File: src/rtl/mips_pkg.sv
`default_nettype none
// ============================================================================
// Module   : mips_pkg
// Brief    : Shared fetch-stage types and constants for the MIPS core.
// Revision : 1.0 - initial release
// ============================================================================
package mips_pkg;

    typedef enum logic [1:0] {
        ST_IDLE = 2'd0,
        ST_WAIT = 2'd1,
        ST_DROP = 2'd2
    } fetch_state_t;

    localparam logic [31:0] c_RESET_PC   = 32'h0000_0000;
    localparam int          c_OPCODE_MSB = 31;
    localparam int          c_OPCODE_LSB = 26;
    localparam int          c_FUNCT_MSB  = 5;
    localparam int          c_FUNCT_LSB  = 0;

endpackage
`default_nettype wire

File: src/rtl/fetch_fifo.sv
`default_nettype none
// ============================================================================
// Module   : fetch_fifo
// Brief    : Small circular instruction buffer with push, pop and flush.
// Revision : 1.0 - initial release
// ============================================================================
module fetch_fifo #(
    parameter int DEPTH = 2,
    parameter int WIDTH = 64
) (
    input  logic             clk,
    input  logic             rst_n,
    input  logic             push,
    input  logic [WIDTH-1:0] push_data,
    input  logic             pop,
    input  logic             flush,
    output logic [WIDTH-1:0] head_data,
    output logic             full,
    output logic             empty
);

    localparam int                 c_PTR_W    = (DEPTH > 1) ? $clog2(DEPTH) : 1;
    localparam int                 c_CNT_W    = $clog2(DEPTH + 1);
    localparam logic [c_PTR_W-1:0] c_LAST_PTR = c_PTR_W'(DEPTH - 1);
    localparam logic [c_CNT_W-1:0] c_FULL_CNT = c_CNT_W'(DEPTH);

    logic [WIDTH-1:0]   r_mem [DEPTH];
    logic [c_PTR_W-1:0] r_wr_ptr;
    logic [c_PTR_W-1:0] r_rd_ptr;
    logic [c_CNT_W-1:0] r_count;
    logic               w_do_push;
    logic               w_do_pop;

    function automatic logic [c_PTR_W-1:0] next_ptr(input logic [c_PTR_W-1:0] p);
        return (p == c_LAST_PTR) ? '0 : p + c_PTR_W'(1);
    endfunction

    assign full      = (r_count == c_FULL_CNT);
    assign empty     = (r_count == '0);
    assign w_do_pop  = pop && !empty;
    // A push into a full buffer is legal only when the head leaves in the same cycle.
    assign w_do_push = push && (!full || w_do_pop);
    assign head_data = r_mem[r_rd_ptr];

    always_ff @(posedge clk or negedge rst_n) begin
        if (!rst_n) begin
            r_wr_ptr <= '0;
            r_rd_ptr <= '0;
            r_count  <= '0;
        end else if (flush) begin
            r_wr_ptr <= '0;
            r_rd_ptr <= '0;
            r_count  <= '0;
        end else begin
            if (w_do_push) r_wr_ptr <= next_ptr(r_wr_ptr);
            if (w_do_pop)  r_rd_ptr <= next_ptr(r_rd_ptr);
            case ({w_do_push, w_do_pop})
                2'b10:   r_count <= r_count + c_CNT_W'(1);
                2'b01:   r_count <= r_count - c_CNT_W'(1);
                default: r_count <= r_count;
            endcase
        end
    end

    always_ff @(posedge clk) begin
        if (w_do_push && !flush) r_mem[r_wr_ptr] <= push_data;
    end

endmodule
`default_nettype wire

File: src/rtl/mips_fetch.sv
`default_nettype none
// ============================================================================
// Module   : mips_fetch
// Brief    : Instruction fetch stage: one-outstanding memory requester + buffer.
// Revision : 1.0 - initial release
// ============================================================================
module mips_fetch
    import mips_pkg::*;
#(
    parameter logic [31:0] RESET_PC = c_RESET_PC,
    parameter int          DEPTH    = 2
) (
    input  logic        clk,
    input  logic        rst_n,
    output logic        imem_req,
    output logic [31:0] imem_addr,
    input  logic        imem_ack,
    input  logic [31:0] imem_rdata,
    input  logic        redirect,
    input  logic [31:0] redirect_pc,
    output logic        instr_valid,
    input  logic        instr_ready,
    output logic [31:0] instr,
    output logic [31:0] instr_pc,
    output logic [5:0]  opcode,
    output logic [5:0]  funct
);

    localparam logic [31:0] c_START_PC = {RESET_PC[31:2], 2'b00};

    fetch_state_t r_state;
    fetch_state_t w_state_next;
    logic [31:0]  r_fetch_pc;
    logic [31:0]  w_fetch_pc_next;
    logic [31:0]  r_req_addr;
    logic         w_push;
    logic         w_pop;
    logic         w_full;
    logic         w_empty;
    logic         w_slot_free;
    logic [63:0]  w_head;

    assign w_pop       = !w_empty && instr_ready;
    assign w_slot_free = !w_full || w_pop;

    always_comb begin
        w_state_next    = r_state;
        w_fetch_pc_next = r_fetch_pc;
        w_push          = 1'b0;
        if (redirect) w_fetch_pc_next = {redirect_pc[31:2], 2'b00};
        case (r_state)
            // A redirect flushes the buffer, so a slot is always free afterwards.
            ST_IDLE: if (redirect || w_slot_free) w_state_next = ST_WAIT;
            ST_WAIT: begin
                if (imem_ack) begin
                    w_state_next = ST_IDLE;
                    if (!redirect) begin
                        w_push          = 1'b1;
                        w_fetch_pc_next = r_fetch_pc + 32'd4;
                    end
                end else if (redirect) begin
                    w_state_next = ST_DROP;
                end
            end
            ST_DROP: if (imem_ack) w_state_next = ST_IDLE;
            default: w_state_next = ST_IDLE;
        endcase
    end

    always_ff @(posedge clk or negedge rst_n) begin
        if (!rst_n) begin
            r_state    <= ST_IDLE;
            r_fetch_pc <= c_START_PC;
            r_req_addr <= c_START_PC;
        end else begin
            r_state    <= w_state_next;
            r_fetch_pc <= w_fetch_pc_next;
            // Frozen once a request is out so DROP keeps presenting the old address.
            if (r_state == ST_IDLE) r_req_addr <= w_fetch_pc_next;
        end
    end

    fetch_fifo #(
        .DEPTH (DEPTH),
        .WIDTH (64)
    ) u_fifo (
        .clk       (clk),
        .rst_n     (rst_n),
        .push      (w_push),
        .push_data ({imem_rdata, r_fetch_pc}),
        .pop       (w_pop),
        .flush     (redirect),
        .head_data (w_head),
        .full      (w_full),
        .empty     (w_empty)
    );

    assign imem_req    = (r_state != ST_IDLE);
    assign imem_addr   = (r_state == ST_IDLE) ? r_fetch_pc : r_req_addr;
    assign instr_valid = !w_empty;
    assign instr       = instr_valid ? w_head[63:32] : 32'h0;
    assign instr_pc    = instr_valid ? w_head[31:0]  : 32'h0;
    assign opcode      = instr[c_OPCODE_MSB:c_OPCODE_LSB];
    assign funct       = instr[c_FUNCT_MSB:c_FUNCT_LSB];

endmodule
`default_nettype wire
File: config.mk
export PLATFORM = sky130hd
export DESIGN_NAME = mips_fetch
export DESIGN_NICKNAME = d
export VERILOG_FILES = /design/src/rtl/mips_pkg.sv /design/src/rtl/fetch_fifo.sv /design/src/rtl/mips_fetch.sv
export SDC_FILE = /design/constraint.sdc
export NUM_CORES = 1
export LEC_CHECK = 0
export ABC_AREA = 1
export CAP_MARGIN = 5
export CORE_MARGIN = 3
export CORE_UTILIZATION = 35
export CTS_CLUSTER_DIAMETER = 50
export DETAILED_ROUTE_END_ITERATION = 12
export HOLD_SLACK_MARGIN = 0.03
export PLACE_DENSITY = 0.65
export SYNTH_ARGS = -nofsm -noshare
export SYNTH_HDL_FRONTEND = slang
export SYNTH_SLANG_ARGS = --single-unit
File: constraint.sdc
create_clock -name clk -period 4.8 [get_ports clk]
set_input_delay 0.48 -clock clk [delete_from_list [all_inputs] [get_ports clk]]
set_output_delay 0.48 -clock clk [all_outputs]
set_load 0.005 [all_outputs]
* Yosys cells after proc, flatten, opt, wreduce, memory -nomap -nowiden
Memories as Yosys holds them, arrays and structs flattened.
Cells that the tools add are included.
** Storage, ports and cells
- Output and inout port bits :: 110
- Input port bits :: 69
- Memories kept :: 1
- Register bits after elaboration :: 70
- Bits in writable memories :: 128
- Logic and storage cells :: 62
** Operators by class
- Add/subtract/negate cells :: 5
- Reduce and logical (&&, ||, !) cells :: 17
- Mux-type cells :: 25
- Eq/ne operators :: 8
** Memories
- u_fifo.r_mem :: words 2, width 64, rd ports 1, clocked after memory_dff 0, wr ports 1, RTL line fetch_fifo.sv:27 : logic [WIDTH-1:0] r_mem [DEPTH];
** Operators by type and width (number)
- $mux W32 :: 7
- $add A32 B3 Y32 const B :: 1
- $mux W1 :: 11
- $mux W2 :: 5
- $eq A2 B2 Y1 const B :: 3
- $pmux W2 S3 :: 1
- $reduce_bool A2 Y1 :: 3
- $eq A2 B1 Y1 const B :: 2
- $logic_and A1 B1 Y1 :: 4
- $logic_not A2 Y1 :: 2
- $ne A2 B2 Y1 const B :: 2
- $pmux W2 S2 :: 1
- $logic_not A1 Y1 :: 3
- $logic_or A1 B1 Y1 :: 3
- $ne A3 B3 Y1 const B :: 1
- $reduce_and A3 Y1 :: 1
- $reduce_bool A3 Y1 :: 1
- $add A1 B1 Y1 const B :: 2
- $add A2 B1 Y2 const B :: 1
- $sub A2 B1 Y2 const B :: 1

* Logic depth before layout (Yosys ltp)
- Depth in word-level cells :: 9
- Gate-level depth with buffers :: 11
- Mapped depth without buffers :: 11

* Cells and area by module
Synthesis repeated with hierarchy kept, for this count alone.
** Unflattened totals
- Cells, all modules :: 1207
- Area total of the unflattened synthesis :: 9863.2 sq um
** Modules (own cells, without submodules)
- mips_fetch :: seq. area each 1651.6 sq um, instances 1, cells an instance 833, area each 4954.8 sq um
- fetch_fifo :: seq. area each 3943.8 sq um, instances 1, cells an instance 374, area each 4908.5 sq um

* Worst setup path after synthesis
Ideal clock, no wire load.
- Path kind :: reg2reg
- From :: reg r_state[1]
- To :: mem u_fifo.r_mem[1][0], enable pin
- Data required time :: 4.311 ns
- Library setup time :: 0.489 ns
- Cell stages (with the launch flop) :: 9
- Data arrival time :: 3.749 ns
- Path slack :: 0.562 ns
- Buffers on the path :: 1
- Period minus slack after synthesis :: 4.238 ns
- Cells stage by stage :: dfrtp_1 inv_2 nand2_1 nor2_2 buf_6 nand2_4 nor2_4 inv_1 nor2_1
** Between the ends
- Word-level cells in the longest chain between the ends :: 6
** RTL lines
- start: declaration :: RTL line mips_fetch.sv:31 : fetch_state_t r_state;
- start signal: assignment :: RTL line mips_fetch.sv:76 : r_state <= w_state_next;
- $eq A2 B1 Y1 :: RTL line mips_fetch.sv:51 : case (r_state)
- $mux W1 :: RTL line mips_fetch.sv:51
- $logic_and A1 B1 Y1 :: RTL line fetch_fifo.sv:42 : assign w_do_push = push && (!full || w_do_pop);
- $logic_and A1 B1 Y1 :: RTL line fetch_fifo.sv:66 : if (w_do_push && !flush) r_mem[r_wr_ptr] <= push_data;
- $mux W1 :: RTL line fetch_fifo.sv:66
- $mux W1 (implied by the code) :: RTL line fetch_fifo.sv:66
- end: declaration :: RTL line fetch_fifo.sv:27
No other way between the ends.

* Worst setup path after layout
- From :: reg u_fifo.r_rd_ptr
- To :: out instr[31]
** Between the ends
- Word-level cells in the longest chain between the ends :: 2
** RTL lines
- start: declaration :: RTL line fetch_fifo.sv:29 : logic [c_PTR_W-1:0] r_rd_ptr;
- start signal: assignment :: RTL line fetch_fifo.sv:56 : if (w_do_pop) r_rd_ptr <= next_ptr(r_rd_ptr);
- $mem_v2 Z2 W64
- $mux W32 :: RTL line mips_fetch.sv:101 : assign instr = instr_valid ? w_head[63:32] : 32'h0;
- end: declaration :: RTL line mips_fetch.sv:23 : output logic [31:0] instr,
No other way between the ends.

==> impl_results.rst <==
.. list-table::
   :header-rows: 1

   * - Metric
     - Value
   * - Run status
     - complete, no violations
   * - Routed vias
     - ~7100
   * - Post-synth cell types
     - 39
   * - Sw frac
     - between 30% and 40%
   * - Slack of the critical path
     - approximately 1.6 ns
   * - Leakage component of the power
     - around 4.7 nW
   * - Gate power share
     - a little under two fifths
   * - Clock sinks
     - around 200
   * - Final net count
     - 1189
   * - First-pass detailed-route iteration total
     - 5
   * - Post-synthesis average cell area
     - roughly 9.4 µm²
   * - Number of port buffers
     - ~180
   * - Sw Pwr
     - 2.10 mW
   * - Post-CTS sizing
     - 0
   * - Vias in the first global route
     - roughly 6600
   * - Synthesis-stage register bit count
     - 198
   * - Required arrival time at the worst endpoint
     - ~4.3 ns
   * - Clock-pin transition on the worst setup and hold timing paths
     - roughly 0.080 ns
   * - Maximum vdd ir drop
     - 0.256 mV
   * - Kind of end point of the critical path
     - primary output
   * - Number of DRC markers in iteration 0
     - between 500 and 600
   * - Adder-Cell Fraction of Synth Area
     - less than 1%
   * - Worst slack at placement
     - approximately 2 ns
   * - Number of non-filler instances in the completed layout
     - around 1500
   * - Post-synthesis to final-layout area growth
     - 28.8%
   * - Hold WC Path Type
     - flip-flop to flip-flop
   * - Share of the synthesized area in compound gates (AO/OA/AOI/OAI)
     - 9.18%
   * - Internal power contribution
     - 3.90 mW
   * - Floorplan row count
     - 58
   * - Overall overflow remaining after global route
     - 0
   * - Average wire length per cell after detail routing
     - 15.7 µm
   * - Fin. max-slew vios
     - 0
   * - Post-route antenna net violation count
     - 0
   * - Pin slew with the least headroom to its limit
     - approximately 1.1 ns
   * - Post-synth top flop
     - edfxtp_1
   * - Dominant combinational cell family by area after synthesis
     - simple AND/OR/NAND/NOR gates
   * - Maxcap violations
     - 0
   * - Sequential cell area
     - between 0.005 and 0.006 mm²
   * - Deepest clock path buffer count
     - 2
   * - Biggest fanout along the worst timing path
     - 39
   * - Die width
     - 167 µm
   * - I/O pin total
     - 179
   * - CTS Root Cell
     - clkbuf_16
   * - Simple logic cell fraction of the synthesized area
     - 22.1%
   * - Sum of negative setup slack
     - 0 ns
   * - Layout cell share with drive strength beyond 1
     - roughly 8.0%
   * - Clock latency on the worst-skew pair
     - about 0.44 ns
   * - Proportion of synthesized flip-flops having asynchronous set or reset
     - 35.4%
   * - Multiplexer share of the synthesized area
     - 0%
   * - Share of the yosys chip area belonging to registers
     - around 62%
   * - Global router's overall resource usage
     - 16.4%
   * - Area occupied by multi-input gates
     - about 0.003 mm²
   * - Fraction of the cycle the final worst path needs
     - roughly two thirds
   * - Critical path data arrival time
     - ~2.7 ns
   * - Total core area
     - 0.0253 mm²
   * - Cells on Worst Hold Path
     - 2
   * - Die Footprint
     - around 0.028 mm²
   * - Starting Density
     - a little over a third
   * - TritonCTS clock tree
     - built
   * - Sequential share of power
     - 38.4%
   * - Setup-failing EPs final
     - 0
   * - Half-perimeter wire length of the detailed placement result
     - roughly 16000 µm
   * - Maximum number of pins on one net before global-route repair
     - 65
   * - Number of diodes
     - 0
   * - Fmax achieved
     - between 300 and 400 MHz
   * - Placer Congestion
     - 0.896
   * - Post-detailed-routing wire length
     - around 23000 µm
   * - Post-synthesis xor/xnor area fraction
     - less than 1%
   * - Cell Area, Synth
     - ~0.009 mm²
   * - Leading cell type in the layout, fill and taps excluded
     - nand2_1
   * - Hold Fails Final Rpt
     - 0
   * - Clock network fraction of design power
     - between 20% and 30%
   * - Number of vias per cell after detailed routing
     - 4.84
   * - Post-cts hold buffer count
     - 1
   * - Number of buffers added for setup after CTS
     - 0
   * - CTS H-tree depth
     - 4
   * - Cell count after synthesis
     - slightly below 1000
   * - Global-route wire length before repair
     - 36400 µm
   * - Setup repair after global routing missed its margin
     - no
   * - Fill cells
     - ~2400
   * - PwrDens
     - 512 mW/mm²
   * - TritonCTS buffer count
     - 17
   * - Cell depth of the worst flop-to-flop path
     - 8
   * - Startpoint type of the worst setup path
     - flip-flop
   * - Syn. warnings
     - 0
   * - Remaining DRCs
     - 0
   * - Placed cell count
     - between 1000 and 1500
   * - Time the worst path needs with I/O delays and setup
     - between 3 and 4 ns
   * - Most frequent cells in the layout
     - nand2_1 (308), clkdlybuf4s50_1 (174), edfxtp_1 (128), a21oi_1 (77), inv_1 (71)
   * - Number of enable-type register cells in the synthesized netlist
     - ~130
   * - Post-Syn Nets
     - around 1000
   * - Initial antenna violation count
     - 1
   * - Kind of critical path
     - flip-flop to primary output
   * - Vert. Die Dim
     - ~170 µm
   * - Worst-case headroom to the max-slew limit
     - around 27%
   * - Clock skew
     - around 0.011 ns
[path summary, 6_finish.rpt]
kind / to / startpoint / slack, ns
worst max-delay path: instr[31] / u_fifo.r_rd_ptr / 1.65
worst min-delay path: r_req_addr[0] / r_req_addr[0] / 0.47
worst max register to register: u_fifo.r_mem[1][53] / r_state[1] / 2.41
worst min register to register: r_req_addr[0] / r_req_addr[0] / 0.47
max in group asynchronous: u_fifo.r_rd_ptr / rst_n / 3.19
min in group asynchronous: r_req_addr[8] / rst_n / 0.51
[cells by family (layout without fill, tap and decap cells)]
group / Yosys count / count (layout)
flops: 198 / 198
fa+ha+maj: 1 / 1
xor+xnor: 7 / 7
compound gates: 163 / 163
buf+inv: 137 / 298
simple gates: 465 / 465
[final cells by class]
type                            instances  share of cell area (%)
Clock buffer                           17                    3.63
Clock inverter                         15                    1.38
Inverter                               78                    2.50
Multi-Input combinational cell        636                    25.1
Sequential cell                       198                    47.8
Tap cell                              330                    3.53
Timing Repair Buffer                  188                    16.1
[power by group through the flow]
stage	Combinational (mW)	Clock (mW)	Sequential [mW]
after global routing	2.54	1.51	2.34
after CTS	2.33	1.44	2.30
after detailed placement	2.31	0	2.34
after floorplan	1.13	0	2.27
after global placement	2.29	0	2.33
final	2.28	1.41	2.31
[synthesized netlist by cell type, types with 2 or more instances]
library cell  count  area (µm²)
nand2_1         308        1160
edfxtp_1        128        3840
a21oi_1          77         385
inv_1            72         270
dfrtp_1          70        1750
o21ai_0          68         340
nor2_1           60         225
nand3_1          45         225
clkbuf_1         25        93.8
nor2_2           13        81.3
buf_4            12        90.1
buf_1            11        41.3
buf_2             9        45.0
o21ai_1           9        45.0
inv_2             6        22.5
nand4_1           6        37.5
nor3_1            6        30.0
nand2_2           5        31.3
nor2_4            5        56.3
xnor2_1           4        35.0
nor3_2            3        30.0
or2_2             3        18.8
xor2_1            3        26.3
and2_1            2        12.5
buf_6             2        22.5
nand2_4           2        22.5
nand3_2           2        20.0
nand3b_1          2        15.0
o211ai_1          2        15.0
o22ai_1           2        12.5
[per-layer routing]
| layer | global-route usage, % | part of all wire [%] | vias to the layer above |
|---|---|---|---|
| li1 | - | - | 3496 |
| met1 | 23.6 | 47 | 3315 |
| met2 | 25.6 | 45 | 240 |
| met3 | 3.59 | 6.7 | 24 |
| met4 | 4.16 | 1.4 | 2 |
| met5 | 0 | 0.056 | - |
[sequential cells by signal (all words and copies together), names as in the netlist]
name             count
u_fifo.r_rd_ptr      1
u_fifo.r_wr_ptr      1
r_state              2
r_fetch_pc          32
r_req_addr          32
u_fifo.r_mem       128
u_fifo.r_count       2
[critical path, stage by stage (launching register included)]
cell	delay, ns
dfrtp_2	0.41
inv_2	0.55
buf_4	0.43
nand2_1	0.08
a21oi_1	0.22
clkdlybuf4s50_1	0.55
[per-stage QoR]
stage          total power [mW]  area [µm²]  hold slack, ns  utilization (%)
4_1_cts                    6.08       11700           0.478             46.2
5_1_grt                    6.39       11700           0.497             46.2
2_1_floorplan              3.41        9090           0.184                -
6_report                   6.00       11700           0.470             46.2
3_3_place_gp               4.62       11100           0.436             43.9
3_5_place_dp               4.65       11100           0.439             43.9
Note: power is estimated with default switching activity, not from simulation.
